$ cat src/rtl/tone_arbiter.sv
// Shares one tone generator among N requesters: round-robin grant, enable/over
// handshake with the generator, silent gap between notes, requester-0 preemption.
module tone_arbiter #(
    parameter int unsigned N          = 4,
    parameter int unsigned OCT_W      = 3,
    parameter int unsigned NOTE_W     = 3,
    parameter int unsigned LEN_W      = 3,
    parameter int unsigned GAP_CYCLES = 5000000,
    parameter int unsigned TIMEOUT    = 1000,
    parameter int unsigned PREEMPT    = 1
) (
    input  logic                  clk,
    input  logic                  rst_n,
    input  logic [N-1:0]          req,
    input  logic [N*OCT_W-1:0]    req_oct,
    input  logic [N*NOTE_W-1:0]   req_note,
    input  logic [N*LEN_W-1:0]    req_len,
    input  logic                  cancel,
    input  logic                  sound_over,
    output logic                  sound_en,
    output logic [OCT_W-1:0]      sound_oct,
    output logic [NOTE_W-1:0]     sound_note,
    output logic [LEN_W-1:0]      sound_len,
    output logic [N-1:0]          gnt,
    output logic [N-1:0]          done,
    output logic [N-1:0]          abort,
    output logic                  busy
);

    localparam int unsigned PTR_W    = (N > 1) ? $clog2(N) : 1;
    localparam int unsigned CNT_MAX  = (GAP_CYCLES > TIMEOUT) ? GAP_CYCLES : TIMEOUT;
    localparam int unsigned CNT_W    = (CNT_MAX < 1) ? 1 : $clog2(CNT_MAX + 1);
    localparam int unsigned GAP_LAST = (GAP_CYCLES == 0) ? 0 : GAP_CYCLES - 1;
    localparam int unsigned TO_LAST  = (TIMEOUT == 0) ? 0 : TIMEOUT - 1;

    typedef enum logic [1:0] {S_IDLE, S_START, S_PLAY, S_GAP} state_e;

    state_e              state_q, state_d;
    logic [PTR_W-1:0]    ptr_q, ptr_d;
    logic                pre_pend_q, pre_pend_d;
    logic [CNT_W-1:0]    cnt_q, cnt_d;
    logic                sound_en_q, sound_en_d;
    logic [OCT_W-1:0]    oct_q, oct_d;
    logic [NOTE_W-1:0]   note_q, note_d;
    logic [LEN_W-1:0]    len_q, len_d;
    logic [N-1:0]        gnt_q, gnt_d;
    logic [N-1:0]        done_q, done_d;
    logic [N-1:0]        abort_q, abort_d;
    logic                busy_q, busy_d;

    logic [PTR_W-1:0]    rr_win_c;
    logic [PTR_W-1:0]    win_c;
    logic                take_c;
    logic                preempt_c;
    logic                kill_c;
    logic [N-1:0]        cur_oh_c;

    // Round-robin scan from ptr+1; descending loop lets the nearest requester win.
    always_comb begin : arb
        logic [PTR_W-1:0] idx;
        idx      = '0;
        rr_win_c = '0;
        for (int i = int'(N); i >= 1; i--) begin
            idx = PTR_W'((int'(ptr_q) + i) % int'(N));
            if (req[idx]) rr_win_c = idx;
        end
        take_c = |req;
        win_c  = (pre_pend_q && req[0]) ? '0 : rr_win_c;
    end

    assign cur_oh_c  = N'(1) << ptr_q;
    assign preempt_c = (PREEMPT != 0) && req[0] && (ptr_q != '0);
    assign kill_c    = cancel || preempt_c;

    // Next-state and registered-output logic.
    always_comb begin
        state_d    = state_q;
        ptr_d      = ptr_q;
        pre_pend_d = pre_pend_q;
        cnt_d      = '0;
        sound_en_d = sound_en_q;
        oct_d      = oct_q;
        note_d     = note_q;
        len_d      = len_q;
        gnt_d      = '0;
        done_d     = '0;
        abort_d    = '0;

        unique case (state_q)
            S_IDLE: begin
                sound_en_d = 1'b0;
                if (take_c) begin
                    oct_d      = req_oct[int'(win_c)*OCT_W +: OCT_W];
                    note_d     = req_note[int'(win_c)*NOTE_W +: NOTE_W];
                    len_d      = req_len[int'(win_c)*LEN_W +: LEN_W];
                    gnt_d      = N'(1) << win_c;
                    ptr_d      = win_c;
                    pre_pend_d = 1'b0;
                    sound_en_d = 1'b1;
                    state_d    = S_START;
                end
            end
            S_START: begin
                if (kill_c) begin
                    abort_d    = cur_oh_c;
                    sound_en_d = 1'b0;
                    state_d    = S_GAP;
                    if (preempt_c) pre_pend_d = 1'b1;
                end else if (!sound_over) begin
                    state_d = S_PLAY;
                end else if (cnt_q >= CNT_W'(TO_LAST)) begin
                    abort_d    = cur_oh_c;
                    sound_en_d = 1'b0;
                    state_d    = S_GAP;
                end else begin
                    cnt_d = cnt_q + CNT_W'(1);
                end
            end
            S_PLAY: begin
                // Completion outranks a same-cycle cancel or preempt.
                if (sound_over) begin
                    done_d     = cur_oh_c;
                    sound_en_d = 1'b0;
                    state_d    = S_GAP;
                end else if (kill_c) begin
                    abort_d    = cur_oh_c;
                    sound_en_d = 1'b0;
                    state_d    = S_GAP;
                    if (preempt_c) pre_pend_d = 1'b1;
                end
            end
            S_GAP: begin
                sound_en_d = 1'b0;
                if (cnt_q >= CNT_W'(GAP_LAST)) begin
                    state_d = S_IDLE;
                end else begin
                    cnt_d = cnt_q + CNT_W'(1);
                end
            end
            default: begin
                state_d    = S_IDLE;
                sound_en_d = 1'b0;
            end
        endcase

        busy_d = (state_d != S_IDLE);
    end

    always_ff @(posedge clk or negedge rst_n) begin
        if (!rst_n) begin
            state_q    <= S_IDLE;
            ptr_q      <= PTR_W'(N - 1);
            pre_pend_q <= 1'b0;
            cnt_q      <= '0;
            sound_en_q <= 1'b0;
            oct_q      <= '0;
            note_q     <= '0;
            len_q      <= '0;
            gnt_q      <= '0;
            done_q     <= '0;
            abort_q    <= '0;
            busy_q     <= 1'b0;
        end else begin
            state_q    <= state_d;
            ptr_q      <= ptr_d;
            pre_pend_q <= pre_pend_d;
            cnt_q      <= cnt_d;
            sound_en_q <= sound_en_d;
            oct_q      <= oct_d;
            note_q     <= note_d;
            len_q      <= len_d;
            gnt_q      <= gnt_d;
            done_q     <= done_d;
            abort_q    <= abort_d;
            busy_q     <= busy_d;
        end
    end

    assign sound_en   = sound_en_q;
    assign sound_oct  = oct_q;
    assign sound_note = note_q;
    assign sound_len  = len_q;
    assign gnt        = gnt_q;
    assign done       = done_q;
    assign abort      = abort_q;
    assign busy       = busy_q;

endmodule

$ cat config.mk
export PLATFORM = sky130hd
export DESIGN_NAME = tone_arbiter
export DESIGN_NICKNAME = d
export VERILOG_FILES = /design/src/rtl/tone_arbiter.sv
export SDC_FILE = /design/constraint.sdc
export NUM_CORES = 1
export LEC_CHECK = 0
export ABC_AREA = 1
export CORE_ASPECT_RATIO = 0.7
export CORE_MARGIN = 4
export CORE_UTILIZATION = 52
export CTS_CLUSTER_SIZE = 14
export DETAILED_ROUTE_END_ITERATION = 10
export PLACE_DENSITY = 0.86
export SLEW_MARGIN = 20
export SYNTH_ARGS = -nofsm -noshare
export SYNTH_HDL_FRONTEND = slang
export SYNTH_SLANG_ARGS = --single-unit
$ cat constraint.sdc
create_clock -name clk -period 2.9 [get_ports clk]
set_input_delay 0.435 -clock clk [delete_from_list [all_inputs] [get_ports clk]]
set_output_delay 0.435 -clock clk [all_outputs]
set_load 0.01 [all_outputs]
==> impl_results.md, run 1 <==
- Status: finished, final reports clean
- Worst-path maximum fanout: 22
- Largest family of logic cells by synthesized area: simple AND/OR/NAND/NOR gates
- First-pass GRT wire length: 13.6 mm
- Wirelength per Cell: 13.4 um
- Seq/Total Area, Yosys: 0.378
- Share of flip-flops with an asynchronous set or reset: 1.00
- Critical path type: register to register
- TNS Setup: 0 ns
- Endpoint type of the worst setup path: register
- WP data required: 3.15 ns
- Core Region: 0.00628 sq mm
- Slew Limit Headroom: 0.503
- Compound-cell area share of the yosys netlist: 0.0499
- All-Layer GR Usage: 0.214
- Diodes inserted: 0
- Nets: 594
- Slew at the pin closest to its max-slew limit: 0.743 ns
- Iteration count of the initial detailed-routing pass: 5
- CTS tree: yes
- Vias in the first global route: 2,924
- Port bufs: 66
- Initial DRC Count: 247
- Max Fclk: 406 MHz
- Final setup violation count: 0
- Die area: 0.00788 sq mm
- Endpoints failing hold: 0
- Vias per std cell: 5.37
- Maximum VDD drop: 0.000530 V
- Final ANT Viol Nets: 0
- Root buf cell: clkbuf_8
- CP Launch Type: register
- Row Count: 24
- Synth Area in Simple Gates: 0.372
- Initial antenna violation count: 0
- Main synth FF type: dfrtp_1
- Cell Count Post-Placement: 612
- Adder-cell share of the synthesized area: 0.0333
- Xor and xnor area share after synthesis: 0.0414
- Syn Area/Cell: 7.08 sq um
- Synth Cell Area: 0.00338 sq mm
- Synth Net Count: 531
- Final GP Congestion: 0.909
- Boundary Pins: 67
- Clk sink count: 51
- Post-synthesis mux area share: 0
- Ys Warns: 0
- Clock slew at reported path FFs: 0.10 ns
- Fin. max-slew vios: 0
- P_leak: 2.12 nW
- # fillers: 539
- Largest net degree at the start of global routing: 34
- Post-Route Skew: 0.00763 ns
- Starting Density: 0.539
- Post-Place Cell Area: 0.00405 sq mm
- Ratio of cells with drive above 1 in the final layout: 0.0849
- Area Growth Syn to Fin: 23.1%
- Die height: 75.5 um
- PostCTS Resize Cnt: 0
- H-tree levels: 2
- Final Cell Area: 0.00416 sq mm
- Remaining Overflow, GRT: 0
- DRC: 0
- Cts bufs inserted: 5
- Period utilization: 0.850
- RSZ-0062 raised after global routing: no
- Max-cap viol count: 0
- Clock Latency Late Sink: 0.31 ns
- Die Span X: 104 um
- Final period demand of the worst path: 2.46 ns
- Non-Filler Instances: 620
- CTS Hold Bufs: 0
- Max Root-Sink Buffers: 2
- Hold WC Path Type: input pin to async pin
- HPWL Detailed: 6.46 mm
- Vias: 3,329
- Number of flops mapped to enable cells by yosys: 0
- Cell Pwr Density: 865 mW/mm^2
- Synth unique cells: 36
- Power, Total: 0.00360 W
- CP arrival: 2.71 ns
- Gate Count Post-Synth: 478
- Post-CTS setup buffer count: 0
- Util after Layout: 0.663
- Final wirelength: 8.33 mm
- Flops & latches, synth: 51
==> worst max-delay path, cell delays in order (launching register included) <==
cell and delay (ns):
dfstp_2 0.71, inv_4 0.08, ha_1 0.33, inv_1 0.08
nand3_1 0.10, nand2_1 0.09, nand2_2 0.06, nand3_1 0.07
nand2_2 0.07, inv_4 0.17, nand2_4 0.18, nand2_1 0.13
nand3_1 0.08, nand2_1 0.10, nand2_1 0.06, nand2_1 0.08
==> cell usage after synthesis (3+ instances only) <==
master / instances / share of area
nand2_1: 128 / 0.14
inv_1: 79 / 0.088
nand3_1: 61 / 0.090
dfrtp_1: 49 / 0.36
nor2_1: 38 / 0.042
nor2_2: 15 / 0.028
xor2_1: 14 / 0.036
nor3_1: 12 / 0.018
o21ai_0: 10 / 0.015
ha_1: 9 / 0.033
nand4_1: 8 / 0.015
nor4_1: 6 / 0.011
inv_2: 5 / 0.0055
buf_6: 4 / 0.013
nand2_2: 4 / 0.0074
a21oi_1: 3 / 0.0044
buf_2: 3 / 0.0044
o21ai_1: 3 / 0.0044
==> cell usage in the layout (no fill, tap or decap), drive strengths merged <==
cell type,count
o22a,1
o2111ai,2
and3,2
clkdlybuf4s50,65
bufinv,1
nor2,53
ha,9
nand3b,1
o21bai,1
xor2,14
clkinvlp,1
nand2,134
dfstp,2
clkbuf,6
xnor2,2
a31oi,1
a41oi,1
nand4,8
o21ai,14
nor3,12
nor4,6
nand3,63
dfrtp,49
inv,86
buf,3
a21oi,5
==> report_power, final <==
part / total, W / internal [W] / switching (W)
clock network: 0.000498 / 0.000258 / 0.000241
logic: 0.00209 / 0.000780 / 0.00131
registers: 0.00101 / 0.000881 / 0.000129
total: 0.00360 / 0.00192 / 0.00168
==> sequential cells by signal, summed over array words and instances, names as in the netlist <==
signal	cells
done	4
ptr_q	2
pre_pend_q	1
gnt	4
abort	4
sound_note	3
state_q	2
busy	1
sound_en	1
cnt_q	23
sound_oct	3
sound_len	3
==> area by class of cell <==
| class | instances | area (sq um) | area share |
|---|---|---|---|
| clock buffers | 6 | 72.6 | 0.0174 |
| clock inverters | 2 | 37.5 | 0.00901 |
| inverters | 86 | 328 | 0.0787 |
| multi-input cells | 329 | 1680 | 0.403 |
| flip-flops and latches | 51 | 1280 | 0.307 |
| well taps | 78 | 97.6 | 0.0234 |
| repair buffers | 68 | 671 | 0.161 |
==> cell families after synthesis <==
kind of cell	Yosys count
and+or+nand+nor	279
buffers and inverters	98
DFF	51
AOI/OAI and AO/OA	25
xor gates and xnor gates	16
adders and majority gates	9
==> per-stage QoR <==
step / hold WS, ns / setup WS, ns
after global placement: 0.399 / 0.577
after CTS: 0.0631 / 0.436
final: 0.0544 / 0.436
after detailed placement: 0.405 / 0.467
after global routing: 0.0700 / 0.255
after floorplan: 0.139 / 0.827
==> layer usage <==
layer	global-route usage	vias to the layer above	wire [um]
li1	-	1613	-
met1	0.309	1578	3890
met2	0.324	128	3750
met3	0.0474	10	584
met4	0.0708	0	96
met5	0	-	0
==> final timing paths <==
| check | slack (ns) | from | cells after the start | end |
|---|---|---|---|---|
| worst max-delay path | 0.44 | ptr_q[0]$_DFFE_PN1P_ | 15 | sound_note[0]$_DFFE_PN0P_ |
| worst max register to register | 0.44 | ptr_q[0]$_DFFE_PN1P_ | 15 | sound_note[0]$_DFFE_PN0P_ |
| min in group clk | 0.49 | sound_len[2]$_DFFE_PN0P_ | 2 | sound_len[2]$_DFFE_PN0P_ |
| worst min-delay path | 0.05 | rst_n | 1 | cnt_q[2]$_DFF_PN0_ |
| worst min register to register | 0.49 | sound_len[2]$_DFFE_PN0P_ | 2 | sound_len[2]$_DFFE_PN0P_ |
| max in group asynchronous | 2.04 | rst_n | 2 | ptr_q[1]$_DFFE_PN1P_ |
Note: power is estimated with default switching activity, not from simulation.
==> inputs of run 2 (changes only) <==
clock period = 2.6 ns   (was 2.9 ns; I/O delays follow)
==> impl_results.md, run 2 (synthesis gave the netlist of run 1 again) <==
- Maximum VDD drop: 0.000609 V (was 0.000530 V)
- Slowest stage cell, crit path: dfstp_2 (unchanged)
- Most used cell, CP: nand2_1 (unchanged)
- Max-cap viol count: 0 (unchanged)
- Final ANT Viol Nets: 0 (unchanged)
- Util after Layout: 0.669 (was 0.663)
- DRC: 0 (unchanged)
- Clock Latency Late Sink: 0.31 ns (about the same)
- Clock slew at reported path FFs: 0.10 ns (about the same)
- Max Fclk: 420 MHz (was 406 MHz)
- Final setup violation count: 0 (unchanged)
- Clk network pwr share: 0.136 (was 0.138)
- Critical path type: register to register (unchanged)
- CP arrival: 2.62 ns (was 2.71 ns)
- Max Root-Sink Buffers: 2 (unchanged)
- Endpoint type of the worst setup path: register (unchanged)
- Slowest stage delay, CP: 0.59 ns (was 0.71 ns)
- Nets: 599 (was 594)
- Boundary Pins: 67 (unchanged)
- Wirelength per Cell: 13.7 um (was 13.4 um)
- RSZ-0062 raised after global routing: no (unchanged)
- Endpoints failing hold: 0 (unchanged)
- CP cell instances: inv_1, ha_1, inv_1, nand3_1, nand2_1, nand2_2, nand3_1, nand2_2, inv_4, nand2_4, nand2_1, nand3_1, nand2_1, nand2_1, nand2_1 (was inv_4, ha_1, inv_1, nand3_1, nand2_1, nand2_2, nand3_1, nand2_2, inv_4, nand2_4, nand2_1, nand3_1, nand2_1, nand2_1, nand2_1)
- Ratio of cells with drive above 1 in the final layout: 0.0932 (was 0.0849)
- Post-Route Skew: 0.0133 ns (was 0.00763 ns)
- TNS Setup: 0 ns (unchanged)
- Core Region: 0.00628 sq mm (unchanged)
- Starting Density: 0.539 (unchanged)
- Commonest non-fill, non-tap cell in the layout: nand2_1 (unchanged)
- Clk sink count: 51 (unchanged)
- Worst-path maximum fanout: 22 (unchanged)
- Hold WC Path Type: input pin to async pin (unchanged)
- Slew Limit Headroom: 0.640 (was 0.503)
- Diodes inserted: 0 (unchanged)
- Root buf cell: clkbuf_8 (unchanged)
- Fin Hold WS: 0.0437 ns (was 0.0544 ns)
- Die area: 0.00788 sq mm (unchanged)
- Fin. max-slew vios: 0 (unchanged)
- Remaining Overflow, GRT: 0 (unchanged)
- Iteration count of the initial detailed-routing pass: 6 (was 5)
- Post-CTS setup buffer count: 0 (unchanged)
- Biggest register: cnt_q (unchanged)
- Vias per std cell: 5.34 (was 5.37)
- Cts bufs inserted: 5 (unchanged)
- H-tree levels: 2 (unchanged)
- Row Count: 24 (unchanged)
- Largest net degree at the start of global routing: 25 (was 34)
- Port bufs: 66 (unchanged)
- Sw Ratio: 0.466 (was 0.467)
- CTS Hold Bufs: 0 (unchanged)
- Vias in the first global route: 3,001 (was 2,924)
- Final period demand of the worst path: 2.38 ns (was 2.46 ns)
- Max reg flops: 23 (unchanged)
- P_leak: 2.14 nW (was 2.12 nW)
- Area Growth Syn to Fin: 24.2% (was 23.1%)
- Post-Place Cell Area: 0.00408 sq mm (was 0.00405 sq mm)
- Die Span X: 104 um (unchanged)
- Status: finished, final reports clean (unchanged)
- Initial antenna violation count: 0 (unchanged)
- Final GP Congestion: 0.933 (was 0.909)
- PostCTS Resize Cnt: 0 (unchanged)
- Final wirelength: 8.54 mm (was 8.33 mm)
- Initial DRC Count: 248 (was 247)
- Vias: 3,335 (was 3,329)
- Period utilization: 0.915 (was 0.850)
- NetSw: 0.00191 W (was 0.00168 W)
- Seq pwr share: 0.269 (was 0.280)
- CTS tree: yes (unchanged)
- Worst setup margin: 0.221 ns (was 0.436 ns)
- Final Cell Area: 0.00420 sq mm (was 0.00416 sq mm)
- CP Launch Type: register (unchanged)
- All-Layer GR Usage: 0.212 (was 0.214)
- Combinational Power Share: 0.595 (was 0.581)
- Commonest non-fill, non-tap cells in the layout: nand2_1, inv_1, clkdlybuf4s50_1, nand3_1, dfrtp_1 (unchanged)
- First-pass GRT wire length: 13.7 mm (was 13.6 mm)
- Die height: 75.5 um (unchanged)
- Cell Pwr Density: 973 mW/mm^2 (was 865 mW/mm^2)
- WP data required: 2.85 ns (was 3.15 ns)
- Slew at the pin closest to its max-slew limit: 0.541 ns (was 0.743 ns)
- P_int: 0.00218 W (was 0.00192 W)
- HPWL Detailed: 6.62 mm (was 6.46 mm)
- Pre-CTS setup slack: 0.190 ns (was 0.467 ns)
run 2: changes by cell type in the layout (fill, tap and decap cells not counted), sizes merged:
cell,before,now
buf,3,8
run 2: metrics by stage:
| step | cells | total power (W) |
|---|---|---|
| after floorplan | 478 | 0.00291 |
| after global placement | 615 | 0.00339 |
| after detailed placement | 615 | 0.00347 |
| after CTS | 623 | 0.00404 |
| after global routing | 625 | 0.00443 |
| final | 625 | 0.00409 |
run 2: cell type report:
cell class	count	area [sq um]
flip-flops and latches	51	1280
multi-input cells	329	1680
inverters	86	328
well taps	78	97.6
fillers	503	2070
repair buffers	73	708
clock inverters	2	37.5
clock buffers	6	72.6
run 2: final timing paths:
path | startpoint | end | slack, ns | cells past startpoint
setup / recovery | ptr_q[1]$_DFFE_PN1P_ | sound_len[1]$_DFFE_PN0P_ | 0.22 | 15
hold reg to reg | sound_oct[0]$_DFFE_PN0P_ | sound_oct[0]$_DFFE_PN0P_ | 0.49 | 2
setup reg to reg | ptr_q[1]$_DFFE_PN1P_ | sound_len[1]$_DFFE_PN0P_ | 0.22 | 15
min in group clk | sound_oct[0]$_DFFE_PN0P_ | sound_oct[0]$_DFFE_PN0P_ | 0.49 | 2
hold / removal | rst_n | cnt_q[1]$_DFF_PN0_ | 0.04 | 1
max in group asynchronous | rst_n | ptr_q[1]$_DFFE_PN1P_ | 1.89 | 2
run 2: worst max-delay path, delay by kind of cell, from the launching register on:
family,cells,cell delay (ns)
adders and majority gates,1,0.33
buffers and inverters,3,0.37
DFF,1,0.59
and+or+nand+nor,11,1.03
run 2: power groups by stage:
stage / registers [W] / clock network, W / logic (W)
floorplan: 0.00115 / 0 / 0.00176
global placement: 0.00112 / 0 / 0.00226
detailed placement: 0.00113 / 0 / 0.00234
CTS: 0.00112 / 0.000567 / 0.00236
global route: 0.00112 / 0.000599 / 0.00270
finish: 0.00110 / 0.000556 / 0.00243
run 2: per-layer routing:
| metal | vias up | GRT usage | wire (um) |
|---|---|---|---|
| li1 | 1632 | - | - |
| met1 | 1519 | 0.301 | 3930 |
| met2 | 163 | 0.341 | 3760 |
| met3 | 21 | 0.0415 | 723 |
| met4 | 0 | 0.0501 | 121 |
| met5 | - | 0 | 0 |
==> inputs of run 3 (changes only) <==
CORE_UTILIZATION = 40   (was 52)
PLACE_DENSITY = 0.7   (was 0.86)
==> impl_results.md, run 3 (synthesis gave the netlist of run 1 again) <==
- Hold path start: sound_note[0]$_DFFE_PN0P_
- CP Launch Type: register (unchanged)
- Wirelength per Cell: 12.9 um (was 13.7 um)
- Starting Density: 0.421 (was 0.539)
- CP cell instances: inv_1, ha_1, inv_1, nand3_1, nand2_1, nand2_2, nand3_1, nand2_2, inv_4, nand2_4, nand2_1, nand3_1, nand2_1, nand2_1, nand2_1 (unchanged)
- Die Span X: 118 um (was 104 um)
- HPWL Detailed: 6.68 mm (was 6.62 mm)
- Max Fclk: 440 MHz (was 420 MHz)
- Final GP Congestion: 0.846 (was 0.933)
- Final setup violation count: 0 (unchanged)
- CP arrival: 2.50 ns (was 2.62 ns)
- R2R Setup Slk: 0.33 ns (was 0.22 ns)
- Critical path type: register to register (unchanged)
- R2R depth: 15 (unchanged)
- Most used cell, CP: nand2_1 (unchanged)
- Root buf cell: clkbuf_16 (was clkbuf_8)
- Reg2reg start: ptr_q[1]$_DFFE_PN1P_ (unchanged)
- Initial DRC Count: 215 (was 248)
- Final period demand of the worst path: 2.27 ns (was 2.38 ns)
- Final wirelength: 8.36 mm (was 8.54 mm)
- All-Layer GR Usage: 0.171 (was 0.212)
- Final Cell Area: 0.00429 sq mm (was 0.00420 sq mm)
- Slowest stage delay, CP: 0.59 ns (about the same)
- P_leak: 2.17 nW (was 2.14 nW)
- Slew at the pin closest to its max-slew limit: 0.483 ns (was 0.541 ns)
- Commonest non-fill, non-tap cells in the layout: nand2_1, inv_1, clkdlybuf4s50_1, nand3_1, dfrtp_1 (unchanged)
- Clock slew at reported path FFs: 0.07 ns (was 0.10 ns)
- TNS Setup: 0 ns (unchanged)
- PostCTS Resize Cnt: 0 (unchanged)
- RSZ-0062 raised after global routing: no (unchanged)
- Iteration count of the initial detailed-routing pass: 5 (was 6)
- Vias in the first global route: 2,960 (was 3,001)
- DRC: 0 (unchanged)
- Final ANT Viol Nets: 0 (unchanged)
- Boundary Pins: 67 (unchanged)
- Clk sink count: 51 (unchanged)
- Die area: 0.0100 sq mm (was 0.00788 sq mm)
- Delay-heaviest family, CP: simple AND/OR/NAND/NOR gates (unchanged)
- Commonest non-fill, non-tap cell in the layout: nand2_1 (unchanged)
- Max Root-Sink Buffers: 2 (unchanged)
- Nets: 599 (unchanged)
- H-tree levels: 2 (unchanged)
- Slowest stage cell, crit path: dfstp_2 (unchanged)
- Row Count: 27 (was 24)
- Max-cap viol count: 0 (unchanged)
- Die height: 84.9 um (was 75.5 um)
- Core Region: 0.00804 sq mm (was 0.00628 sq mm)
- Vias: 3,222 (was 3,335)
- Remaining Overflow, GRT: 0 (unchanged)
- Endpoint type of the worst setup path: register (unchanged)
- Area Growth Syn to Fin: 26.9% (was 24.2%)
- Hold WC Path Type: register to register (was input pin to async pin)
- Biggest register: cnt_q (unchanged)
- Slew Limit Headroom: 0.678 (was 0.640)
- Vias per std cell: 4.97 (was 5.34)
- CTS tree: yes (unchanged)
- Hold path endpoint: sound_note[0]$_DFFE_PN0P_
- Diodes inserted: 0 (unchanged)
- Ratio of cells with drive above 1 in the final layout: 0.0932 (unchanged)
- Cell Pwr Density: 985 mW/mm^2 (was 973 mW/mm^2)
- Maximum VDD drop: 0.000465 V (was 0.000609 V)
- Cts bufs inserted: 5 (unchanged)
- Post-Route Skew: 0.00510 ns (was 0.0133 ns)
- Capturing point of the worst reg2reg path: sound_note[0]$_DFFE_PN0P_ (was sound_len[1]$_DFFE_PN0P_)
- Critical path buffers and inverters: 3 (unchanged)
- Largest net degree at the start of global routing: 26 (was 25)
- Max reg flops: 23 (unchanged)
- First-pass GRT wire length: 14.2 mm (was 13.7 mm)
- Fin. max-slew vios: 0 (unchanged)
- Post-Place Cell Area: 0.00411 sq mm (was 0.00408 sq mm)
- WP data required: 2.83 ns (was 2.85 ns)
- Initial antenna violation count: 0 (unchanged)
- Port bufs: 66 (unchanged)
- Hold Crit Depth: 2
- Cell Count Post-Placement: 639 (was 615)
- Non-Filler Instances: 648 (was 625)
- Period utilization: 0.875 (was 0.915)
- Worst-path maximum fanout: 22 (unchanged)
- Clock Latency Late Sink: 0.29 ns (was 0.31 ns)
- Endpoints failing hold: 0 (unchanged)
- Status: finished, final reports clean (unchanged)
[run 3: cell types whose count changed in the layout (fill, tap and decap cells not counted)]
cell           previous run  this run
buf_4                     7         6
clkbuf_1                  1         0
clkbuf_16                 0         5
clkbuf_8                  5         0
dlygate4sd3_1             0         1
inv_6                     0         1
[run 3: layout make-up]
class	count	area, sq um
fillers	790	3750
multi-input cells	329	1680
flip-flops and latches	51	1280
repair buffers	73	711
inverters	86	328
well taps	101	126
clock buffers	5	125
clock inverters	3	46.3
[run 3: how the worst max path moves through the flow]
| stage | from | to | slack (ns) | depth (start not counted) |
|---|---|---|---|---|
| floorplan | ptr_q[0]$_DFFE_PN1P_ | sound_len[0]$_DFFE_PN0P_ | 0.53 | 16 |
| global placement | req[0] | busy$_DFF_PN0_ | 0.36 | 11 |
| detailed placement | req[0] | busy$_DFF_PN0_ | 0.32 | 11 |
| CTS | ptr_q[1]$_DFFE_PN1P_ | sound_note[0]$_DFFE_PN0P_ | 0.36 | 15 |
| global route | ptr_q[1]$_DFFE_PN1P_ | sound_note[0]$_DFFE_PN0P_ | 0.07 | 15 |
| finish | ptr_q[1]$_DFFE_PN1P_ | sound_note[0]$_DFFE_PN0P_ | 0.33 | 15 |
[run 3: tightest hold or removal path: stages (launching register included)]
cell and delay (ns):
dfrtp_1 0.34, nand2_1 0.05, nand2_1 0.06
[run 3: power by group]
part / total [W] / leakage, nW / internal [W] / switching, W
Clock: 0.000759 / 0.0804 / 0.000458 / 0.000302
Sequential: 0.00110 / 0.677 / 0.000983 / 0.000112
Combinational: 0.00237 / 1.41 / 0.000904 / 0.00147
[run 3: what timing repair did]
action	CTS	global route
buffers inserted	0	0
hold endpoints to repair	9	0
hold buffers	1	0
[run 3: per-stage QoR]
step / total power, W / setup slack [ns] / util / hold slack (ns)
after global routing: 0.00462 / 0.0689 / 0.534 / 0.500
final: 0.00423 / 0.325 / 0.534 / 0.478
after global placement: 0.00343 / 0.360 / 0.512 / 0.266
after floorplan: 0.00291 / 0.527 / - / 0.0944
after CTS: 0.00425 / 0.356 / 0.534 / 0.483
after detailed placement: 0.00347 / 0.319 / 0.512 / 0.275
[run 3: routing by layer]
metal	track usage	wire, um	vias to the layer above
li1	-	-	1632
met1	0.256	4210	1494
met2	0.253	3570	87
met3	0.0340	487	9
met4	0.0404	85	0
met5	0	0	-
